<file path="src/rtl/reservation_station.sv">
// Reservation station: holds dispatched instructions until both operands are ready, then issues one per cycle.
// Optional macro RS_AGE_ORDER_EN: issue the oldest ready entry instead of the lowest-index one.
module reservation_station #(
  parameter int DEPTH = 4
) (
  input  logic        clk,
  input  logic        rst,
  input  logic [4:0]  op_in,
  input  logic [31:0] value1_in,
  input  logic [31:0] value2_in,
  input  logic [2:0]  query1_in,
  input  logic [2:0]  query2_in,
  input  logic [2:0]  target_in,
  input  logic [31:0] imm_in,
  input  logic [2:0]  alu_num,
  input  logic [31:0] alu_value,
  input  logic [2:0]  mem_num,
  input  logic [31:0] mem_value,
  output logic        rs_full,
  output logic [4:0]  alu_op,
  output logic [31:0] alu_a,
  output logic [31:0] alu_b,
  output logic [31:0] alu_imm,
  output logic [2:0]  alu_target
);

  localparam logic [4:0] NOP = 5'b11111;
  localparam int IW = (DEPTH > 1) ? $clog2(DEPTH) : 1;
  localparam int CW = $clog2(DEPTH + 1);

  logic [DEPTH-1:0] busy;
  logic [4:0]       op   [DEPTH];
  logic [31:0]      v1   [DEPTH];
  logic [31:0]      v2   [DEPTH];
  logic [31:0]      imm  [DEPTH];
  logic [2:0]       q1   [DEPTH];
  logic [2:0]       q2   [DEPTH];
  logic [2:0]       tgt  [DEPTH];
  logic [CW-1:0]    count;
`ifdef RS_AGE_ORDER_EN
  // age = number of still-resident entries inserted earlier (0 = oldest)
  logic [IW-1:0]    age  [DEPTH];
`endif

  logic [DEPTH-1:0] ready;
  logic             issue_valid;
  logic [IW-1:0]    issue_idx;
  logic             ins_valid;
  logic [IW-1:0]    ins_idx;
  logic [CW-1:0]    cnt_next;

  // Resolve a tag against this cycle's broadcasts; ALU wins when both match.
  function automatic logic [34:0] wake(input logic [2:0] q, input logic [31:0] v);
    if (q != 3'd0 && q == alu_num) return {3'd0, alu_value};
    if (q != 3'd0 && q == mem_num) return {3'd0, mem_value};
    return {q, v};
  endfunction

  always_comb begin
    for (int i = 0; i < DEPTH; i++)
      ready[i] = busy[i] && (q1[i] == 3'd0) && (q2[i] == 3'd0);
  end

  always_comb begin
    issue_valid = 1'b0;
    issue_idx   = '0;
`ifdef RS_AGE_ORDER_EN
    for (int i = 0; i < DEPTH; i++) begin
      if (ready[i] && (!issue_valid || age[i] < age[issue_idx])) begin
        issue_valid = 1'b1;
        issue_idx   = IW'(i);
      end
    end
`else
    for (int i = DEPTH - 1; i >= 0; i--) begin
      if (ready[i]) begin
        issue_valid = 1'b1;
        issue_idx   = IW'(i);
      end
    end
`endif
  end

  // The slot being issued this edge counts as free, so it can be refilled immediately.
  always_comb begin
    ins_valid = 1'b0;
    ins_idx   = '0;
    for (int i = DEPTH - 1; i >= 0; i--) begin
      if (!busy[i] || (issue_valid && issue_idx == IW'(i))) begin
        ins_valid = (op_in != NOP);
        ins_idx   = IW'(i);
      end
    end
    cnt_next = count + CW'(ins_valid) - CW'(issue_valid);
  end

  always_ff @(posedge clk) begin
    if (rst) begin
      busy       <= '0;
      count      <= '0;
      rs_full    <= 1'b0;
      alu_op     <= NOP;
      alu_target <= 3'd0;
      alu_a      <= 32'd0;
      alu_b      <= 32'd0;
      alu_imm    <= 32'd0;
      for (int i = 0; i < DEPTH; i++) begin
        op[i]  <= NOP;
        v1[i]  <= 32'd0;
        v2[i]  <= 32'd0;
        imm[i] <= 32'd0;
        q1[i]  <= 3'd0;
        q2[i]  <= 3'd0;
        tgt[i] <= 3'd0;
`ifdef RS_AGE_ORDER_EN
        age[i] <= '0;
`endif
      end
    end else begin
      for (int i = 0; i < DEPTH; i++) begin
        if (busy[i]) begin
          {q1[i], v1[i]} <= wake(q1[i], v1[i]);
          {q2[i], v2[i]} <= wake(q2[i], v2[i]);
        end
      end

      if (issue_valid) begin
        busy[issue_idx] <= 1'b0;
        alu_op          <= op[issue_idx];
        alu_a           <= v1[issue_idx];
        alu_b           <= v2[issue_idx];
        alu_imm         <= imm[issue_idx];
        alu_target      <= tgt[issue_idx];
      end else begin
        alu_op     <= NOP;
        alu_target <= 3'd0;
      end

`ifdef RS_AGE_ORDER_EN
      for (int i = 0; i < DEPTH; i++) begin
        if (issue_valid && busy[i] && age[i] > age[issue_idx])
          age[i] <= age[i] - IW'(1);
      end
`endif

      if (ins_valid) begin
        busy[ins_idx] <= 1'b1;
        op[ins_idx]   <= op_in;
        imm[ins_idx]  <= imm_in;
        tgt[ins_idx]  <= target_in;
        {q1[ins_idx], v1[ins_idx]} <= wake(query1_in, value1_in);
        {q2[ins_idx], v2[ins_idx]} <= wake(query2_in, value2_in);
`ifdef RS_AGE_ORDER_EN
        age[ins_idx]  <= IW'(cnt_next - CW'(1));
`endif
      end

      count   <= cnt_next;
      rs_full <= (cnt_next >= CW'(DEPTH - 1));
    end
  end

endmodule

</file>
<file path="config.mk">
export PLATFORM = sky130hd
export DESIGN_NAME = reservation_station
export DESIGN_NICKNAME = d
export VERILOG_FILES = /design/src/rtl/reservation_station.sv
export SDC_FILE = /design/constraint.sdc
export NUM_CORES = 2
export LEC_CHECK = 0
export CAP_MARGIN = 5
export CORE_ASPECT_RATIO = 0.7
export CORE_UTILIZATION = 45
export DETAILED_ROUTE_END_ITERATION = 8
export HOLD_SLACK_MARGIN = 0.12
export PLACE_DENSITY_LB_ADDON = 0.08
export SYNTH_ARGS = -nofsm -noshare
export SYNTH_HDL_FRONTEND = slang
export SYNTH_SLANG_ARGS = --single-unit
</file>
<file path="constraint.sdc">
create_clock -name clk -period 3.17 [get_ports clk]
set_input_delay 0.951 -clock clk [delete_from_list [all_inputs] [get_ports clk]]
set_output_delay 0.951 -clock clk [all_outputs]
set_load 0.02 [all_outputs]
</file>
==> results.txt <==
The total die area came out at 67680 µm². The share of async-settable or async-resettable flops after synthesis is 0%. Summing over every cut layer, the via total after detailed routing is 30.31k. Routability-driven placement finished with a final weighted congestion of 0.9458. The number of enable-type register cells in the synthesized netlist came out at 160. The top cell type by total area after synthesis is sky130_fd_sc_hd__dfxtp_1.

The worst-case IR drop observed on VDD is 0.0005084 V. The capture instance of the worst register-to-register path is rs_full. The most critical setup path has its startpoint at q1[0]. TritonCTS built the clock tree. The share of post-route cells with drive strength above 1 came out at 15.93%.

In the final routed layout, each cell accounts on average for 28.37 µm. Setup repair after global routing left no endpoint under its margin. The run finished with clean final reports. Sorting the synthesized cells by area gives the leading types as sky130_fd_sc_hd__dfxtp_1 (26%), sky130_fd_sc_hd__edfxtp_1 (16%), sky130_fd_sc_hd__nand2_1 (4.5%).

For this block, the initial DRC count from the detailed router was 3808. The transition time at the pin with the least slew margin came out at 0.9128 ns. The maximum fanout along the worst path is 2. The via count of the first global-routing pass came out at 29.64k. STA classifies the critical path endpoint as a flip-flop.

Yosys printed 0 warnings. Derived from the worst setup path, the maximum achievable clock frequency is 0.3251 GHz. The hold violation total from the final report is 0.

The area of the mapped netlist is 29980 µm². Data on the critical path arrives at its endpoint at 3.59 ns. Global routing consumed, on the met1 layer, 52.36% of the routing resources. The global-route wire length before repair is 189.0 mm.

From bottom edge to top edge, the die measures 218.0 µm. STA classifies the critical path startpoint as a flip-flop. Dividing the synthesized area by the synthesized cell count gives 8.886 µm². The critical path ends at rs_full. The worst register-to-register path has a depth of 12. Buffers inserted during clock tree synthesis total 56.

The setup slack of the worst register-to-register path came out at 0.09 ns. During placement, the flow inserted port buffers numbering 286. The number of max-slew violations in the final report came to 0. Relative to the synthesized area, the layout overhead comes to 26.31%. In the routed layout, each cell is associated on average with a via count of 6.693.

For this design, the sink count on the clock tree is 552. The count of unique library cells instantiated by Yosys came out at 65. The number of synthesized register bits is 552.

The power density over the cells is 577.3 nW/µm². The type of the worst setup path is reg2reg. The final layout net count came out at 3791.

The post-layout worst setup margin is 0.09442 ns. From left edge to right edge, the die measures 310.5 µm. 287 I/O pins were placed. The post-synthesis net count is 3559. For this run, design rule violations remaining after detail routing come to 0. In the global route stage, overall resource usage came out at 36.49%. The worst path uses 97.02% of the clock period. The number of antenna violations at the first check in global routing is 3. The shortest clock period the worst path allows after layout came out at 3.076 ns.

The count of endpoints failing setup in the final report is 0. CTS built an H-tree with a depth of 2. The HPWL reported at the end of detailed placement is 80.66 mm. The cell row count came out at 78. The instance count of the mapped netlist is 3374. The clock latency on the worst-skew pair came out at 0.65 ns.

In this run the remaining antenna-violating nets after routing total 0. The fraction of synthesized cell area taken by the top area cell type is 26.17%. In the global route stage, met2 resource usage came out at 54.43%. The fraction of met3 tracks used by global routing came out at 7.607%. After clock tree synthesis, the flow added hold-fix buffers numbering 0. The final total negative setup slack came out at 0 ns. The area of the core is 65290 µm². The clock tree skew after final layout is 0.03523 ns. The worst register-to-register path begins at q1[0]. The number of optimization iterations in the first detailed-route pass is 5. The worst-case clock buffer depth is 3. In this run the static leakage power is 0.01331 µW. Sequential cells were found to cover 42.20% of the synthesized design area. The max-cap check violation count is 0. The clock edge transition at the registers on the reported setup and hold paths came out at 0.07 ns. In this run the clock root is driven by a sky130_fd_sc_hd__clkbuf_16. The largest net degree at the start of global routing is 99. The cell depth of the worst hold path is 1. Measured against its own limit, the worst slew margin works out to 39.15%.

Among all flip-flop cells after synthesis, the most frequent one is sky130_fd_sc_hd__dfxtp_1. The initial core utilization came out at 45.92%. The total congestion overflow after global routing is 0. The worst hold path belongs to the class reg2reg. The detailed-route wire length came out at 128.5 mm. In this run the most used layer during global routing was met2.

The data required time at the worst endpoint is 3.69 ns. Prior to clock tree synthesis, the placed netlist has a worst setup slack of -0.2598 ns.
-- area by class of cell --
type	count	area, µm²
Inverter	15	61.31
Multi-Input combinational cell	2396	15980
Tap cell	880	1101
Fill cell	5624	27420
Antenna cell	1	2.502
Clock buffer	75	1543
Clock inverter	25	342.8
Timing Repair Buffer	585	6175
Sequential cell	552	12660
-- report_power, final --
group          total (µW)  switching, µW  internal, µW  leakage, µW
registers            8520            433          8090      0.00486
clock network        7050           3060          3990     0.000919
logic                6290           3760          2530      0.00753
total               21900           7260         14600       0.0133
-- sequential cells by signal, summed over array words and instances (netlist names), 4 cells and up --
| register | count |
|---|---|
| q1 | 12 |
| v2 | 128 |
| q2 | 12 |
| alu_a | 32 |
| alu_imm | 32 |
| tgt | 12 |
| busy | 4 |
| v1 | 128 |
| alu_op | 5 |
| op | 20 |
| imm | 128 |
| alu_b | 32 |
-- metal layers --
| metal | vias to the layer above | routed length [µm] |
|---|---|---|
| li1 | 13089 | - |
| met1 | 14826 | 54990 |
| met2 | 2080 | 54770 |
| met3 | 316 | 14960 |
| met4 | 0 | 3753 |
| met5 | - | 0 |
-- cells by family (layout without fill, tap and decap cells) --
group | count (synthesis) | count (layout) | synth area share, %
and+or+nand+nor | 1178 | 1178 | 20.57
AOI/OAI and AO/OA | 1037 | 1037 | 25.37
DFF | 552 | 552 | 42.20
buffers and inverters | 426 | 700 | 5.709
muxes | 128 | 128 | 4.540
xor gates and xnor gates | 50 | 50 | 1.461
adders and majority gates | 3 | 3 | 0.1502
other | 0 | 1 | 0
-- worst min path at each step --
stage / startpoint / end / slack (ns)
after floorplan: op[3][0] / alu_op[0] / 0.43
after global placement: op[3][0] / alu_op[0] / 0.44
after detailed placement: op[3][0] / alu_op[0] / 0.45
after CTS: v1[57] / alu_a[25] / 0.45
after global routing: v2[119] / alu_b[23] / 0.48
final: op[3][2] / alu_op[2] / 0.46
-- what timing repair did --
item,in CTS,in global routing
gates resized for setup,0,3
setup buffers,0,0
setup endpoints to repair,0,7
-- worst max-delay path: stages (launching register included) --
cell	delay (ns)
sky130_fd_sc_hd__dfxtp_1	0.32
sky130_fd_sc_hd__or3_1	0.40
sky130_fd_sc_hd__or4_4	0.48
sky130_fd_sc_hd__nand4_4	0.11
sky130_fd_sc_hd__o21ai_0	0.15
sky130_fd_sc_hd__ha_1	0.31
sky130_fd_sc_hd__inv_1	0.04
sky130_fd_sc_hd__ha_1	0.18
sky130_fd_sc_hd__fa_1	0.41
sky130_fd_sc_hd__xnor2_1	0.19
sky130_fd_sc_hd__xnor2_1	0.14
sky130_fd_sc_hd__nor2_1	0.07
sky130_fd_sc_hd__a21o_1	0.16
-- cell usage in the layout, fill, tap and decap left out, drive strengths merged, types with 128 or more instances in the layout --
cell type,count
a21oi,156
buf,299
clkdlybuf4s50,286
dfxtp,392
edfxtp,160
nand2,360
nand4b,128
nor2,272
nor4,139
o211ai,137
o21a,133
o22ai,129
o32ai,128
-- synthesized netlist by cell type, drive strengths merged (5+ instances only) --
master   instances
a31oi          101
o2111ai          5
nand4b         128
a2111oi          6
inv             15
o211ai         137
nand2b          18
nand4            6
nor4           139
clkbuf         350
o21a           133
or3              8
and2           112
nand3           30
xnor2           30
mux2            64
xor2            20
edfxtp         160
nand2          360
a2bb2oi         96
o21ai          113
dfxtp          392
nor2           272
mux2i           64
a21oi          156
nor2b           42
buf             61
nor3             6
a211o            6
o32ai          128
or2              5
o22ai          129
and3            36
and3b            6
-- stage by stage --
stage | instance area (µm²) | util [%] | total power (µW) | hold WS [ns] | cells
2_1_floorplan | 30010 | - | 11750 | 0.4285 | 3374
3_3_place_gp | 35970 | 55.09 | 14670 | 0.4412 | 4428
3_5_place_dp | 35970 | 55.09 | 14780 | 0.4502 | 4428
4_1_cts | 37850 | 57.98 | 21740 | 0.4457 | 4528
5_1_grt | 37870 | 58.00 | 22500 | 0.4759 | 4528
6_report | 37870 | 58.00 | 21860 | 0.4608 | 4529
Power figures use the tool's default switching activity.
